### src/rtl/csr_trap_unit.sv
// csr_trap_unit: machine-mode CSR file with prioritised interrupt entry,
// MRET return and a 64-bit cycle counter.
module csr_trap_unit #(
    parameter int WIDTH       = 32,
    parameter bit VECTORED_EN = 1'b1,
    parameter bit MCYCLE_EN   = 1'b1
) (
    input  logic             clk,
    input  logic             rst_n,
    input  logic [11:0]      csr_addr_i,
    input  logic [WIDTH-1:0] csr_wdata,
    input  logic [1:0]       csr_op,
    input  logic             csr_reg_rd,
    input  logic [WIDTH-1:0] csr_pc,
    input  logic             is_mret,
    input  logic             irq_ext,
    input  logic             irq_timer,
    input  logic             irq_sw,
    output logic [WIDTH-1:0] csr_rdata,
    output logic             interrupt_sel,
    output logic             epc_taken,
    output logic [WIDTH-1:0] csr_epc
);
    localparam logic [11:0] ADDR_MSTATUS = 12'h300;
    localparam logic [11:0] ADDR_MIE     = 12'h304;
    localparam logic [11:0] ADDR_MTVEC   = 12'h305;
    localparam logic [11:0] ADDR_MEPC    = 12'h341;
    localparam logic [11:0] ADDR_MCAUSE  = 12'h342;
    localparam logic [11:0] ADDR_MIP     = 12'h344;
    localparam logic [11:0] ADDR_MCYCLE  = 12'hB00;
    localparam logic [11:0] ADDR_MCYCLEH = 12'hB80;

    logic             st_mie, st_mpie;
    logic [2:0]       ie, ip;  // {external, timer, software}
    logic [WIDTH-1:0] mtvec, mepc, mcause;
    logic [63:0]      mcycle;
    logic [WIDTH-1:0] mstatus_val, mie_val, mip_val, cur, op_res, base, target;
    logic [2:0]       pend;
    logic [3:0]       cause;
    logic             trap_req, wr;

    always_comb begin
        mstatus_val        = '0;
        mstatus_val[12:11] = 2'b11;
        mstatus_val[7]     = st_mpie;
        mstatus_val[3]     = st_mie;
        mie_val            = '0;
        mie_val[11]        = ie[2];
        mie_val[7]         = ie[1];
        mie_val[3]         = ie[0];
        mip_val            = '0;
        mip_val[11]        = ip[2];
        mip_val[7]         = ip[1];
        mip_val[3]         = ip[0];
    end

    always_comb begin
        case (csr_addr_i)
            ADDR_MSTATUS: cur = mstatus_val;
            ADDR_MIE:     cur = mie_val;
            ADDR_MTVEC:   cur = mtvec;
            ADDR_MEPC:    cur = mepc;
            ADDR_MCAUSE:  cur = mcause;
            ADDR_MIP:     cur = mip_val;
            ADDR_MCYCLE:  cur = MCYCLE_EN ? WIDTH'(mcycle[31:0]) : '0;
            ADDR_MCYCLEH: cur = MCYCLE_EN ? WIDTH'(mcycle[63:32]) : '0;
            default:      cur = '0;
        endcase
    end

    assign csr_rdata     = csr_reg_rd ? cur : '0;
    assign wr            = |csr_op;
    assign op_res        = (csr_op == 2'b01) ? csr_wdata :
                           (csr_op == 2'b10) ? (cur | csr_wdata) : (cur & ~csr_wdata);
    assign pend          = ip & ie;
    assign trap_req      = st_mie & |pend;
    // External beats software beats timer.
    assign cause         = pend[2] ? 4'd11 : pend[0] ? 4'd3 : 4'd7;
    assign base          = {mtvec[WIDTH-1:2], 2'b00};
    assign target        = (VECTORED_EN && mtvec[0]) ? base + (WIDTH'(cause) << 2) : base;
    assign interrupt_sel = trap_req | is_mret;

    // Trap and MRET updates are placed after the csr_op writes so they take priority.
    always_ff @(posedge clk or negedge rst_n) begin
        if (!rst_n) begin
            st_mie    <= 1'b0;
            st_mpie   <= 1'b0;
            ie        <= '0;
            ip        <= '0;
            mtvec     <= '0;
            mepc      <= '0;
            mcause    <= '0;
            epc_taken <= 1'b0;
            csr_epc   <= '0;
        end else begin
            ip <= {irq_ext, irq_timer, irq_sw};
            if (wr && csr_addr_i == ADDR_MSTATUS) begin
                st_mie  <= op_res[3];
                st_mpie <= op_res[7];
            end
            if (wr && csr_addr_i == ADDR_MIE)
                ie <= {op_res[11], op_res[7], op_res[3]};
            if (wr && csr_addr_i == ADDR_MTVEC)
                mtvec <= {op_res[WIDTH-1:2], 1'b0, op_res[0] & VECTORED_EN};
            if (wr && csr_addr_i == ADDR_MEPC)
                mepc <= {op_res[WIDTH-1:1], 1'b0};
            if (trap_req) begin
                mepc      <= {csr_pc[WIDTH-1:1], 1'b0};
                mcause    <= {1'b1, {(WIDTH-5){1'b0}}, cause};
                st_mpie   <= st_mie;
                st_mie    <= 1'b0;
                epc_taken <= 1'b1;
                csr_epc   <= target;
            end else if (is_mret) begin
                st_mie    <= st_mpie;
                st_mpie   <= 1'b1;
                epc_taken <= 1'b1;
                csr_epc   <= mepc;
            end else begin
                epc_taken <= 1'b0;
                csr_epc   <= '0;
            end
        end
    end

    always_ff @(posedge clk or negedge rst_n) begin
        if (!rst_n)
            mcycle <= '0;
        else if (!MCYCLE_EN)
            mcycle <= '0;
        else if (wr && csr_addr_i == ADDR_MCYCLE)
            mcycle[31:0] <= op_res[31:0];
        else if (wr && csr_addr_i == ADDR_MCYCLEH)
            mcycle[63:32] <= op_res[31:0];
        else
            mcycle <= mcycle + 64'd1;
    end
endmodule

### config.mk
export PLATFORM = sky130hd
export DESIGN_NAME = csr_trap_unit
export DESIGN_NICKNAME = d
export VERILOG_FILES = /design/src/rtl/csr_trap_unit.sv
export SDC_FILE = /design/constraint.sdc
export NUM_CORES = 1
export LEC_CHECK = 0
export CORE_UTILIZATION = 45
export CTS_CLUSTER_DIAMETER = 30
export DETAILED_ROUTE_END_ITERATION = 10
export DONT_BUFFER_PORTS = 1
export GPL_TIMING_DRIVEN = 0
export PLACE_DENSITY_LB_ADDON = 0.1
export SETUP_SLACK_MARGIN = 0.15
export SYNTH_ARGS = -nofsm -noshare
export SYNTH_HDL_FRONTEND = slang
export SYNTH_SLANG_ARGS = --single-unit
export TNS_END_PERCENT = 30
### constraint.sdc
create_clock -name clk -period 5.82 [get_ports clk]
set_input_delay 0.291 -clock clk [delete_from_list [all_inputs] [get_ports clk]]
set_output_delay 0.291 -clock clk [all_outputs]
set_load 0.05 [all_outputs]
# Word level (Yosys, flattened, before mapping)
# Index checks and enable logic that the tools add are counted.
[word_totals]
reg_bits = 173
[classes]
mux = 22
bitwise_logic = 6
n_addsub = 2
eq_ne = 11
reduce_logical = 10
[op_table]
columns = ["operator", "n"]
rows = [
  ["two-way mux 32 bit", 11],
  ["one-hot mux 32 bit (8 select lines)", 1],
  ["equality test 12 x 10 -> 1 bit, second input constant", 6],
  ["adder 64 x 1 -> 64 bit, second input constant", 1],
  ["adder 32 x 6 -> 32 bit", 1],
  ["bitwise AND 32 bit", 1],
  ["inverter 32 bit", 1],
  ["OR 32 bit", 1],
  ["equality test 12 bit, second input constant", 2],
  ["two-way mux 1 bit", 8],
  ["logical AND 1 bit", 6],
  ["two-way mux 4 bit", 1],
  ["bitwise AND 3 bit", 1],
  ["two-way mux 3 bit", 1],
  ["nonzero test 3 bit", 1],
  ["OR reduction 3 bit", 1],
  ["equality test 2 x 1 -> 1 bit, second input constant", 1],
  ["equality test 2 bit, second input constant", 1],
  ["inequality test 2 bit, second input constant", 1],
  ["nonzero test 2 bit", 1],
  ["OR reduction 2 bit", 1],
  ["bitwise AND 1 bit", 1],
  ["OR 1 bit", 1],
]

# Longest topological paths before layout
[logic_depth]
word_depth = 8
depth_mapped = 10
mapped_depth_nobuf = 8

# Worst setup path before layout
# No wires, ideal clock.
[synth_timing]
path_type = "input port to output port"
startpoint = "input csr_addr_i[7]"
endpoint = "output csr_rdata[26]"
path_slack_ps = 2496
required_time_ps = 5529
arrival_ps = 3033
n_path_buf = 4
stages = 9
cell_sequence = "buf_6 > or4_4 > buf_6 > nor4b_4 > and2_1 > buf_4 > buf_2 > nand2_1 > a21boi_0"
[synth_via]
elab_chain_cells = 3
word_cells_on_any_way = 10
classes_between = "eq/ne: 8; mux: 2"
[synth_lines]
columns = ["element", "line", "rtl"]
rows = [
  ["from (decl)", "10", "input logic [11:0] csr_addr_i,"],
  ["equality test 12 bit / equality test 12 x 10 -> 1 bit (equally long branches)", "58", "case (csr_addr_i)"],
  ["one-hot mux 32 bit (8 select lines) *", "58", ""],
  ["two-way mux 32 bit *", "71", "assign csr_rdata = csr_reg_rd ? cur : '0;"],
  ["to (decl)", "19", "output logic [WIDTH-1:0] csr_rdata,"],
]
# Mark *: on every way between the ends. The rest lies on a longest branch, timed or not.

# Worst setup path after layout
[layout_timing]
startpoint = "input csr_addr_i[7]"
endpoint = "output csr_rdata[10]"
# Same word-level chain as after synthesis.

==> results_tabular.tex <==
\begin{tabular}{lr}
\hline
Metric & Value \\
\hline
\multicolumn{2}{l}{\textbf{Setup path}} \\
Critical Path Source & csr\_addr\_i[7] \\
Critical-path maximum fanout & 10 \\
Capturing instance or port of the critical path & csr\_rdata[10] \\
Cells along the critical path & buf\_6 > nor4\_2 > and4\_1 > buf\_2 > clkbuf\_1 > a22oi\_1 > a21boi\_1 \\
Kind of critical path & input pin to primary output \\
Flop-to-flop setup slack & 2.45 ns \\
Max incr delay on CP & 0.99 ns \\
Worst R2R Start & ie[0] \\
Critical Path Slowest Stage Cell & sky130\_fd\_sc\_hd\_\_a21boi\_1 \\
Sort of element at the start of the critical path & input pin \\
Crit path required time & 5.53 ns \\
Critical Path AT & 3.62 ns \\
Destination of the worst register-to-register timing path & csr\_epc[18] \\
Cells on worst reg2reg path & 8 \\
Kind of end point of the critical path & primary output \\
\multicolumn{2}{l}{\textbf{Clocking}} \\
Number of CTS-inserted buffers & 17 \\
CTS sink count & 169 \\
Total of cells resized after clock tree synthesis & 0 \\
H-Tree Depth & 4 \\
Buffer type at the clock tree root & sky130\_fd\_sc\_hd\_\_clkbuf\_16 \\
Clock latency of the later-clocked register in the worst-skew pair & 0.45 ns \\
TritonCTS clock tree & yes \\
Maximum number of buffers from clock root to sink & 2 \\
Clock-pin slew reported for the worst setup and hold paths after clock tree synthesis & 0.08 ns \\
\multicolumn{2}{l}{\textbf{GRT}} \\
Number of antenna violations at the first check in global routing & 1 \\
Vias in the first global route & 11100 \\
GR Util All Layers & 0.395 \\
Global route overflow & 0 \\
Largest net degree at the start of global routing & 170 \\
Wire length of the first global-routing pass & 74.0 mm \\
\multicolumn{2}{l}{\textbf{Timing}} \\
Highest achievable clock rate & 256 MHz \\
RSZ-0062 raised after global routing & false \\
Accumulated negative setup slack & 0 ns \\
Endpoints failing setup & 0 \\
Clk\_skew & 0.0166 ns \\
Measured slew at the worst slew-check pin & 1.34 ns \\
Share of the clock period used by the worst path after layout & 0.672 \\
Slew headroom & 0.0835 \\
Final Slew Violations & 0 \\
Final hold vios & 0 \\
Minimum clock period after layout & 3.91 ns \\
\multicolumn{2}{l}{\textbf{Synth}} \\
Cell Area, Synth & 11300 um2 \\
Number of enable-type register cells in the synthesized netlist & 0 \\
Count of cell types in the netlist & 82 \\
Avg Synthesized Cell Area & 8.31 um2 \\
Synthesized flop and latch total & 169 \\
Mapped Nets & 1446 \\
Synth Flop Type & sky130\_fd\_sc\_hd\_\_dfrtp\_1 \\
Syn. warnings & 0 \\
Sequential-to-total area share from yosys stat & 0.375 \\
Fraction of registers with async set/reset & 1.00 \\
Post-synthesis cell count & 1357 \\
\multicolumn{2}{l}{\textbf{Power and ir drop}} \\
Power, Total & 0.00291 W \\
Leakage & 4.82 nW \\
IR Drop Worst-Case VDD & 0.161 mV \\
Cell Pwr Density & 231 nW/um2 \\
\multicolumn{2}{l}{\textbf{Routing}} \\
Vias per cell & 6.76 \\
Wire length per cell after detailed routing & 29.2 um \\
DRC errors left & 0 \\
Routed vias & 11800 \\
Remaining antenna violation count after routing & 0 \\
Initial DRT Pass Iterations & 8 \\
Count of routing violations after the opening detailed-route iteration & 1514 \\
Drt total wl & 50.9 mm \\
\multicolumn{2}{l}{\textbf{Min path}} \\
Worst Hold Launch & csr\_pc[20] \\
Class of the tightest hold or removal check & input pin to flop \\
\multicolumn{2}{l}{\textbf{Finish}} \\
Final cell count without fillers & 1742 \\
Area growth syn-to-layout & 11.6\% \\
Post-route cell area & 12600 um2 \\
Area of the multi-input gates & 6560 um2 \\
Final-stage net count & 1493 \\
FF/Latch Area & 4230 um2 \\
Fill cell total of the finished layout & 2391 \\
Fraction of final layout cells with drive strength greater than 1 & 0.0656 \\
\multicolumn{2}{l}{\textbf{Die}} \\
DIE AREA & 25700 um2 \\
Core outline area & 24500 um2 \\
Row cnt & 57 \\
\# IOs & 151 \\
Die width & 160 um \\
Starting density of the core & 0.461 \\
Chip height & 160 um \\
\multicolumn{2}{l}{\textbf{Placement}} \\
Count of input and output buffers & 0 \\
Final HPWL DP & 39.4 mm \\
Number of cells after detailed placement & 1681 \\
GP Congestion & 0.990 \\
Area of placed instances & 11700 um2 \\
\multicolumn{2}{l}{\textbf{Status}} \\
Run status & completed \\
\multicolumn{2}{l}{\textbf{Flow run}} \\
Maxcap violations & 0 \\
\hline
\end{tabular}
-- stage by stage --
step	setup slack [ns]	utilization	hold slack [ns]
2_1_floorplan	2.50	-	-0.00459
3_3_place_gp	1.58	0.478	-0.00143
3_5_place_dp	2.06	0.478	-0.00101
4_1_cts	2.06	0.515	0.00139
5_1_grt	1.91	0.515	0.0100
6_report	1.91	0.515	0.00565
-- synth_stat cells (6+ instances only) --
cell type                    n  area share
sky130_fd_sc_hd__a211oi_1   15       0.010
sky130_fd_sc_hd__nor2b_1    20       0.011
sky130_fd_sc_hd__nand2_1   134       0.045
sky130_fd_sc_hd__a21oi_1   116       0.051
sky130_fd_sc_hd__o31ai_1    10      0.0067
sky130_fd_sc_hd__buf_1      10      0.0033
sky130_fd_sc_hd__o21a_1     18       0.012
sky130_fd_sc_hd__a221o_1     6      0.0053
sky130_fd_sc_hd__nor4_1     24       0.013
sky130_fd_sc_hd__o211ai_1   21       0.014
sky130_fd_sc_hd__o21ai_0   104       0.046
sky130_fd_sc_hd__mux2i_1    23       0.020
sky130_fd_sc_hd__nor2_1     89       0.030
sky130_fd_sc_hd__or3_1       7      0.0039
sky130_fd_sc_hd__nand3_1    82       0.036
sky130_fd_sc_hd__o32ai_1     6      0.0047
sky130_fd_sc_hd__nor3b_1     7      0.0047
sky130_fd_sc_hd__inv_1      23      0.0077
sky130_fd_sc_hd__buf_2      10      0.0044
sky130_fd_sc_hd__nor3_1     46       0.020
sky130_fd_sc_hd__a21o_1     13      0.0087
sky130_fd_sc_hd__and2_1     10      0.0055
sky130_fd_sc_hd__and3_1     32       0.018
sky130_fd_sc_hd__a21boi_0    9      0.0060
sky130_fd_sc_hd__nand3b_1    7      0.0047
sky130_fd_sc_hd__xnor2_1    40       0.031
sky130_fd_sc_hd__nand4_1    27       0.015
sky130_fd_sc_hd__clkbuf_1   74       0.025
sky130_fd_sc_hd__a221oi_1   14       0.011
sky130_fd_sc_hd__xor2_1     22       0.017
sky130_fd_sc_hd__o22ai_1    14      0.0078
sky130_fd_sc_hd__mux2_2     25       0.025
sky130_fd_sc_hd__dfrtp_1   169        0.37
sky130_fd_sc_hd__a22oi_1    17       0.011
sky130_fd_sc_hd__a31oi_1    13      0.0072
-- logic make-up after synthesis --
| logic type | Yosys count | share of synthesized area |
|---|---|---|
| flip-flops | 169 | 0.375 |
| other | 1 | 0.000332 |
| XOR/XNOR | 62 | 0.0481 |
| buffers and inverters | 122 | 0.0437 |
| AND/OR/NAND/NOR | 526 | 0.241 |
| AO/OA/AOI/OAI | 425 | 0.242 |
| adder cells (fa/ha/maj) | 4 | 0.00444 |
| multiplexers | 48 | 0.0454 |
-- repair_timing --
item / 4_1_cts / 5_1_grt
setup buffers: 0 / 0
endpoints found under the hold margin: 195 / 0
hold buffers: 28 / 0
setup endpoints to repair: 0 / 0
-- state kept, by name, indices dropped and copies added (netlist names) --
signal	flops
st_mpie	1
ip	3
mcause	3
mepc	31
st_mie	1
ie	3
mcycle	64
csr_epc	31
epc_taken	1
mtvec	31
-- critical path, delay by kind of cell --
family	cells	cell delay (ns)
AND/OR/NAND/NOR	2	1.21
AO/OA/AOI/OAI	2	1.21
buffers and inverters	3	0.90
-- per-layer routing --
layer | share of wire | GRT usage
met5 | 0.00028 | 0
met4 | 0.046 | 0.194
met3 | 0.086 | 0.0741
met2 | 0.46 | 0.626
met1 | 0.41 | 0.519
-- where the power goes --
group	internal (W)	switching [W]	leakage, nW	total, W
sequential	0.00124	0.000124	2.15	0.00136
clock	0.000618	0.000573	0.292	0.00119
combinational	0.000132	0.000229	2.38	0.000360
-- cell type report --
| cell class | instances | share of cell area |
|---|---|---|
| well taps | 324 | 0.0322 |
| flip-flops and latches | 169 | 0.336 |
| clock buffers | 18 | 0.0341 |
| multi-input cells | 1066 | 0.521 |
| plain buffers | 98 | 0.0320 |
| repair buffers | 28 | 0.0237 |
| clock inverters | 14 | 0.0139 |
| inverters | 24 | 0.00716 |
| diodes | 1 | 0.000199 |
-- layout by cell type (no fill, tap or decap), types with 13 or more instances in the layout --
master,n
sky130_fd_sc_hd__o211ai_1,21
sky130_fd_sc_hd__nand4_1,27
sky130_fd_sc_hd__xor2_1,22
sky130_fd_sc_hd__o21ai_0,104
sky130_fd_sc_hd__mux2_2,25
sky130_fd_sc_hd__mux2i_1,23
sky130_fd_sc_hd__and3_1,32
sky130_fd_sc_hd__a211oi_1,15
sky130_fd_sc_hd__xnor2_1,40
sky130_fd_sc_hd__clkbuf_16,17
sky130_fd_sc_hd__nor2_1,89
sky130_fd_sc_hd__clkbuf_1,75
sky130_fd_sc_hd__a21oi_1,116
sky130_fd_sc_hd__nand2_1,134
sky130_fd_sc_hd__a221oi_1,14
sky130_fd_sc_hd__nor4_1,24
sky130_fd_sc_hd__dlygate4sd3_1,27
sky130_fd_sc_hd__inv_1,23
sky130_fd_sc_hd__nor2b_1,20
sky130_fd_sc_hd__nor3_1,46
sky130_fd_sc_hd__a31oi_1,13
sky130_fd_sc_hd__o22ai_1,14
sky130_fd_sc_hd__a22oi_1,17
sky130_fd_sc_hd__a21o_1,13
sky130_fd_sc_hd__o21a_1,18
sky130_fd_sc_hd__nand3_1,82
sky130_fd_sc_hd__dfrtp_1,169
-- worst min-delay path by stage --
| stage | endpoint | slack (ns) | depth (start not counted) |
|---|---|---|---|
| 2_1_floorplan | csr_epc[10] | -0.005 | 0 |
| 3_3_place_gp | csr_epc[3] | -0.001 | 0 |
| 3_5_place_dp | csr_epc[2] | -0.001 | 0 |
| 4_1_cts | mepc[3] | 0.001 | 2 |
| 5_1_grt | mepc[20] | 0.01 | 2 |
| 6_report | mepc[20] | 0.006 | 2 |
Note: power is estimated with default switching activity, not from simulation.
